## src/rtl/instr_fetch_queue.sv

```systemverilog
// instr_fetch_queue
//   Instruction fetch unit with a small in-order instruction queue. It issues
//   one word-address read at a time to instruction memory, pushes each returned
//   word with its PC+1 into a DEPTH-entry queue, and presents the head entry to
//   decode. A branch redirect flushes the queue and restarts fetching at the
//   target. Enqueueing a HLT (opcode 6'b111111) stops fetching until the next
//   redirect.
//
// Ports
//   clk1         in   single clock, rising edge
//   rst_n        in   asynchronous active-low reset
//   imem_req     out  read request, held until imem_gnt
//   imem_addr    out  request word address (fetch_pc[AW-1:0])
//   imem_gnt     in   memory accepts the request this cycle
//   imem_rvalid  in   read data valid
//   imem_rdata   in   instruction word
//   redirect     in   taken branch: flush and restart at redirect_pc
//   redirect_pc  in   branch target
//   dec_ready    in   decode accepts the head entry
//   if_valid     out  queue non-empty
//   if_ir        out  head instruction (0 when empty)
//   if_npc       out  head instruction PC+1 (0 when empty)
//   fetch_pc     out  next PC to request
//   fill         out  queue occupancy
//   halted       out  a HLT has been enqueued and fetching has stopped
module instr_fetch_queue #(
  parameter int DEPTH = 4,
  parameter int AW    = 10
) (
  input  logic                     clk1,
  input  logic                     rst_n,
  output logic                     imem_req,
  output logic [AW-1:0]            imem_addr,
  input  logic                     imem_gnt,
  input  logic                     imem_rvalid,
  input  logic [31:0]              imem_rdata,
  input  logic                     redirect,
  input  logic [31:0]              redirect_pc,
  input  logic                     dec_ready,
  output logic                     if_valid,
  output logic [31:0]              if_ir,
  output logic [31:0]              if_npc,
  output logic [31:0]              fetch_pc,
  output logic [$clog2(DEPTH):0]   fill,
  output logic                     halted
);

  localparam int PW = $clog2(DEPTH);
  localparam logic [PW:0] DEPTH_W = (PW+1)'(DEPTH);

  typedef enum logic [2:0] {IDLE, REQ, WAIT, DRAIN, HALT} state_t;

  state_t          r_state;
  logic [31:0]     r_fetchPc;
  logic [PW:0]     r_fill;
  logic [PW-1:0]   r_rdPtr;
  logic [PW-1:0]   r_wrPtr;
  logic            r_halted;
  logic [31:0]     r_irMem  [DEPTH];
  logic [31:0]     r_npcMem [DEPTH];

  logic            w_push;
  logic            w_pop;
  logic            w_isHlt;
  logic [PW:0]     w_fillNext;
  logic [31:0]     w_npcNew;

  // A response is only accepted while waiting for it, and a redirect in the
  // same cycle kills both the response and any pop.
  assign w_push     = (r_state == WAIT) && imem_rvalid && !redirect;
  assign w_pop      = (r_fill != '0) && dec_ready && !redirect;
  assign w_isHlt    = (imem_rdata[31:26] == 6'b111111);
  assign w_fillNext = r_fill + {{PW{1'b0}}, w_push} - {{PW{1'b0}}, w_pop};
  assign w_npcNew   = r_fetchPc + 32'd1;

  // Fetch FSM, queue pointers and occupancy. The only outstanding request is
  // the one implied by being in WAIT or DRAIN, so the credit check in IDLE
  // only needs the occupancy. A redirect while a response is still owed goes
  // through DRAIN so that stale word is swallowed instead of pushed.
  always_ff @(posedge clk1 or negedge rst_n) begin
    if (!rst_n) begin
      r_state   <= IDLE;
      r_fetchPc <= '0;
      r_fill    <= '0;
      r_rdPtr   <= '0;
      r_wrPtr   <= '0;
      r_halted  <= 1'b0;
    end else if (redirect) begin
      r_fill    <= '0;
      r_rdPtr   <= '0;
      r_wrPtr   <= '0;
      r_fetchPc <= redirect_pc;
      r_halted  <= 1'b0;
      if ((r_state == WAIT  && !imem_rvalid) ||
          (r_state == DRAIN && !imem_rvalid) ||
          (r_state == REQ   && imem_gnt))
        r_state <= DRAIN;
      else
        r_state <= REQ;
    end else begin
      r_fill <= w_fillNext;
      if (w_push) r_wrPtr <= r_wrPtr + PW'(1);
      if (w_pop)  r_rdPtr <= r_rdPtr + PW'(1);
      case (r_state)
        IDLE: begin
          if ((r_fill < DEPTH_W) && !r_halted) r_state <= REQ;
        end
        REQ: begin
          if (imem_gnt) r_state <= WAIT;
        end
        WAIT: begin
          if (imem_rvalid) begin
            r_fetchPc <= w_npcNew;
            if (w_isHlt) begin
              r_state  <= HALT;
              r_halted <= 1'b1;
            end else if (w_fillNext < DEPTH_W) begin
              r_state <= REQ;
            end else begin
              r_state <= IDLE;
            end
          end
        end
        DRAIN: begin
          if (imem_rvalid) r_state <= REQ;
        end
        HALT: begin
          r_state <= HALT;
        end
        default: r_state <= IDLE;
      endcase
    end
  end

  // Queue payload storage; contents are only meaningful below the fill count,
  // so it needs no reset.
  always_ff @(posedge clk1) begin
    if (w_push) begin
      r_irMem[r_wrPtr]  <= imem_rdata;
      r_npcMem[r_wrPtr] <= w_npcNew;
    end
  end

  assign imem_req  = (r_state == REQ);
  assign imem_addr = r_fetchPc[AW-1:0];
  assign if_valid  = (r_fill != '0);
  assign if_ir     = if_valid ? r_irMem[r_rdPtr]  : 32'd0;
  assign if_npc    = if_valid ? r_npcMem[r_rdPtr] : 32'd0;
  assign fetch_pc  = r_fetchPc;
  assign fill      = r_fill;
  assign halted    = r_halted;

endmodule

```

## config.mk

```make
export PLATFORM = sky130hd
export DESIGN_NAME = instr_fetch_queue
export DESIGN_NICKNAME = d
export VERILOG_FILES = /design/src/rtl/instr_fetch_queue.sv
export SDC_FILE = /design/constraint.sdc
export NUM_CORES = 1
export LEC_CHECK = 0
export BUFFER_PORTS_ARGS = -buffer_cell sky130_fd_sc_hd__buf_2
export CAP_MARGIN = 20
export CORE_MARGIN = 3
export CORE_UTILIZATION = 45
export DETAILED_ROUTE_END_ITERATION = 16
export PLACE_DENSITY = 0.77
export SYNTH_ARGS = -nofsm -noshare
export SYNTH_HDL_FRONTEND = slang
export SYNTH_SLANG_ARGS = --single-unit
export TNS_END_PERCENT = 50
```

## constraint.sdc

```tcl
create_clock -name clk1 -period 9.66 [get_ports clk1]
set_clock_uncertainty 0.15 [all_clocks]
set_input_delay 0.483 -clock clk1 [delete_from_list [all_inputs] [get_ports clk1]]
set_output_delay 0.483 -clock clk1 [all_outputs]
set_load 0.1 [all_outputs]
```

* Yosys cells after proc, flatten, opt, wreduce, memory -nomap -nowiden *
Memories as Yosys holds them, arrays and structs flattened.
Index checks and enable logic that the tools add are counted.
Widths: inputs -> output; s select.

operators by class
  $add $sub $neg = 5
  multipliers = 0
  divide/modulo/power cells = 0
  magnitude comparators = 2
  equality and inequality tests = 9
  shift operators = 0
  multiplexer cells = 25
  bitwise logic cells = 0
  reductions and logical operators = 23

operators with widths
  kind                   number
  $mux 32                5
  $add 32x1->32 const B  1
  $mux 3                 7
  $pmux 3 s5             1
  $mux 2                 5
  $reduce_bool 2->1      5
  $ne 3x3->1 const B     3
  $logic_and 1x1->1      8
  $mux 1                 7
  $eq 3x2->1 const B     2
  $eq 6x6->1 const B     1
  $lt 3x3->1 const B     2
  $add 2x1->2 const B    2
  $reduce_and 4->1       1
  $add 3x1->3            1
  $eq 3x1->1 const B     1
  $eq 3x3->1 const B     1
  $logic_not 1->1        3
  $logic_not 3->1        1
  $ne 3x1->1 const B     1
  $reduce_and 3->1       1
  $reduce_bool 3->1      1
  $sub 3x1->3            1
  $logic_or 1x1->1       2
  $reduce_and 2->1       1

word-level totals
  register bits after elaboration = 43
  latch bits = 0
  RAM bits = 256
  memory bits (read-only) = 0
  output and inout bits = 112
  logic and storage cells = 72
  memories = 2

memory list
  name      depth  width  read ports  clocked after Yosys merged registers in  wr ports  RTL line  source
  r_irMem   4      32     1           0                                        1         59        logic [31:0] r_irMem [DEPTH];
  r_npcMem  4      32     1           0                                        1         60        logic [31:0] r_npcMem [DEPTH];

* Logic depth before layout (Yosys ltp) *
  depth in word-level cells = 11
  mapped depth = 14
  gate-level depth less buffers = 12

* Worst setup path before layout *
No wires, ideal clock.

  path type = register to output
  from = register r_fill[1] (netlist: fill[1])
  to = output port if_npc[22]
  arrival = 3,093 ps
  required time = 9,027 ps
  slack = 5,934 ps
  stages on the path, launching flop included = 4
  path buffers = 1
  cell sequence = dfrtp_1 -> or3_1 -> clkbuf_1 -> and2_1

between the ends
  word-level cells in the longest chain between the ends = 2

RTL lines
  what                    RTL line  source
  start, declared         55        logic [PW:0] r_fill;
  start signal, assigned  101       r_fill <= w_fillNext;
  $reduce_bool 3->1       146       assign if_valid = (r_fill != '0);
  named net if_valid      40        output logic if_valid,
  $mux 32                 148       assign if_npc = if_valid ? r_npcMem[r_rdPtr] : 32'd0;
  end, declared           42        output logic [31:0] if_npc,

The timed path passes the listed nets, and every way through them passes these cells.

* Worst setup path after layout *
  from = register r_rdPtr[0]
  to = output port if_npc[31]

between the ends
  word-level cells in the longest chain between the ends = 2

RTL lines
  what                    RTL line  source
  start, declared         56        logic [PW-1:0] r_rdPtr;
  start signal, assigned  103       if (w_pop) r_rdPtr <= r_rdPtr + PW'(1);
  $mem_v2 4x32            n/a
  $mux 32                 148

Every way passes these cells.

==> results.py <==
metrics = {
    "yosys": {
        "synthDistinctLibCells": 46,
        "yosys.area.top_type": "sky130_fd_sc_hd__edfxtp_1",
        "synth_most_common_cell": "sky130_fd_sc_hd__edfxtp_1",
        "postSynthRegisterBits": 299,
        "synth_nets": 859,
        "synth-main-ff-cell": "sky130_fd_sc_hd__edfxtp_1",
        "synth_edf_count": 256,
        "post_synth_instance_area_um2": 12810,
        "yosys_warnings": 0,
        "synthesis.area_per_instance_um2": 16.40,
        "seq_area_frac_synth_pct": 68.40,
        "asyncSetResetFlopFracSynth_pct": 14.38,
        "synth_commonest_cells": "sky130_fd_sc_hd__edfxtp_1 (256), sky130_fd_sc_hd__and2_1 (66), sky130_fd_sc_hd__mux4_2 (64), sky130_fd_sc_hd__dfrtp_1 (43), sky130_fd_sc_hd__nor2_1 (36)",
        "netlist_instances": 781,
        "yosys-top-cells-area": "sky130_fd_sc_hd__edfxtp_1 (60%), sky130_fd_sc_hd__mux4_2 (11%), sky130_fd_sc_hd__dfrtp_1 (8.4%)",
        "yosys.area.top_type_share_pct": 60.00,
    },
    "routing": {
        "antenna_violating_nets_post_route": 0,
        "drt_pass1_iterations": 5,
        "vias_per_cell": 5.449,
        "initialDrtViolationCount": 529,
        "route.vias.total": 7520,
        "routedWlPerCell_um": 20.62,
        "postRouteWirelength_um": 28460,
        "route.detailed.drc": 0,
    },
    "global_route": {
        "grtUsageTotal_pct": 18.47,
        "via_count_of_the_first_global_routing_pass": 7676,
        "global_route.overflow_total": 0,
        "grt_max_degree": 68,
        "grt_pass1_wl_um": 43880,
        "antenna_found_initial": 1,
    },
    "finish": {
        "insertedDiodeCount": 0,
        "postLayoutCellArea_um2": 15280,
        "share_of_final_layout_standard_cells_stronger_than_drive_strength_1_pct": 31.24,
        "design.final.nets": 1056,
        "area.growth.synth_to_final_pct": 19.26,
        "seq_area_um2": 8771,
        "filler_cell_count": 2279,
        "multi_input_area_um2": 3709,
    },
    "timing": {
        "layout_setup_ws_ns": 5.837,
        "rsz_0062_raised_after_global_routing": "no",
        "max_frequency_mhz": 261.5,
        "timing.final.crit_share_pct": 39.58,
        "worst_margin_slew_ns": 1.080,
        "timing.final.max_slew_violations": 0,
        "layout_min_cycle_time_ns": 3.823,
        "setup_viol": 0,
        "slew_headroom_pct": 27.30,
        "hold-worst-slack_ns": 0.02206,
        "summed_negative_setup_slack_over_all_endpoints_ns": 0,
        "timing.final.hold_violations": 0,
    },
    "clock_tree": {
        "cts_sinks": 299,
        "tritoncts": "yes",
        "cts_buffers": 31,
        "cts-root-buf": "sky130_fd_sc_hd__clkbuf_16",
        "cts-htree-levels": 1,
        "post-cts-setup-buffer-count": 0,
        "clock_insertion_delay_worst_skew_ns": 0.55,
        "clkSlewWorstSetupHoldPaths_ns": 0.06,
        "clock_path_buffers": 3,
        "postCtsResizedCells": 0,
    },
    "floorplanning": {
        "initial_core_util_pct": 45.87,
        "floorplan.die.height_um": 174.7,
        "total_core_area_um2": 27930,
        "floorplan.die.width_um": 174.7,
        "design.portCount": 182,
        "fp.dieArea_um2": 30530,
        "placement_rows": 61,
    },
    "setup_path": {
        "cp.required_ns": 9.03,
        "endpoint_kind": "output port",
        "critPathKind": "reg -> out",
        "crit_fanout": 34,
        "timing.critical_path.arrival_ns": 3.19,
        "startpoint_type": "flip-flop",
    },
    "status": {
        "run_status": "complete, no violations",
    },
    "hold_path": {
        "min_path_type": "in -> reg",
    },
    "flow_run": {
        "maxcap_violations": 0,
    },
    "pwr": {
        "power_density_cells_nw_per_um2": 276.2,
        "p_leak_uw": 0.005397,
        "power.total_uw": 4220,
        "power.ir.vdd_worst_mv": 0.1621,
    },
    "place": {
        "dp_worst_setup_slack_ns": 6.113,
        "gp_congestion": 0.7776,
        "port-buffer-count": 181,
        "post-dp-hpwl_um": 17230,
        "post_detailed_placement_cell_area_um2": 13930,
    },
}
-- state kept, by name (all words and copies together), names as in the netlist --
| register | count |
|---|---|
| r_wrPtr | 2 |
| r_irMem | 128 |
| r_npcMem | 128 |
| fill | 3 |
| r_rdPtr | 2 |
| fetch_pc | 32 |
| halted | 1 |
| r_state | 3 |
-- metal layers --
metal	vias to the layer above	GRT usage [%]	wire length [um]
li1	3412	-	-
met5	-	0	10
met3	37	2.890	1584
met2	244	31.97	14400
met4	2	3.823	511
met1	3825	25.09	11950
-- final timing paths --
| kind | cells after the start | endpoint | slack, ns | startpoint |
|---|---|---|---|---|
| setup / recovery | 4 | if_npc[31] | 5.84 | r_rdPtr[0] |
| hold / removal | 1 | r_irMem[2][28] | 0.02 | imem_rdata[28] |
| setup reg to reg | 13 | r_state[0] | 6.16 | fill[1] |
| hold reg to reg | 2 | r_wrPtr[0] | 0.42 | r_wrPtr[0] |
| max in group asynchronous | 3 | r_rdPtr[0] | 8.46 | rst_n |
| min in group asynchronous | 3 | fetch_pc[19] | 0.42 | rst_n |
-- power breakdown --
part / internal [uW] / switching, uW / leakage (uW)
clock network: 635 / 468 / 0.000474
logic: 321 / 1280 / 0.00211
registers: 1440 / 75.6 / 0.00281
-- cells in the final DEF, fill, tap and decap left out, drive strengths merged, types with 17 or more instances in the layout --
master | Yosys | final
nand3 | 17 | 17
edfxtp | 256 | 256
xor2 | 28 | 28
nand2 | 35 | 35
buf | 37 | 187
nor2 | 36 | 36
dlygate4sd3 | 0 | 40
dfrtp | 43 | 43
and2 | 66 | 66
mux4 | 64 | 64
clkbuf | 25 | 40
-- kinds of logic (layout without fill, tap and decap cells) --
kind of cell | after synthesis | after routing | share of synthesized area (%)
muxes | 66 | 66 | 11.42
AOI/OAI and AO/OA | 58 | 58 | 2.959
DFF | 299 | 299 | 68.40
and+or+nand+nor | 235 | 235 | 10.44
xor gates and xnor gates | 44 | 44 | 3.008
buffers and inverters | 71 | 292 | 2.939
adders and majority gates | 8 | 8 | 0.8398
-- layout make-up --
class / count / area share [%]
timing repair buffer: 227 / 8.844
tap: 378 / 3.095
clock buffer: 40 / 5.495
multi-input combinational: 411 / 24.27
inverter: 8 / 0.1965
sequential: 299 / 57.40
clock inverter: 17 / 0.6960
-- stage by stage --
step | util (%) | std cells
3_5_place_dp | 49.88 | 1283
3_3_place_gp | 49.88 | 1283
4_1_cts | 54.70 | 1380
2_1_floorplan | - | 781
5_1_grt | 54.70 | 1380
6_report | 54.70 | 1380
-- critical path: stages, from the launching register on --
cell and delay, ns:
sky130_fd_sc_hd__dfrtp_4 0.87, sky130_fd_sc_hd__buf_4 0.67, sky130_fd_sc_hd__mux4_2 0.59, sky130_fd_sc_hd__and2_1 0.20, sky130_fd_sc_hd__buf_2 0.30
-- repair_timing --
item | CTS | global route
endpoints found under the setup margin | 0 | 0
hold buffers | 40 | 0
hold endpoints to repair | 167 | 0
No activity file was read; power rests on OpenSTA's default activity.
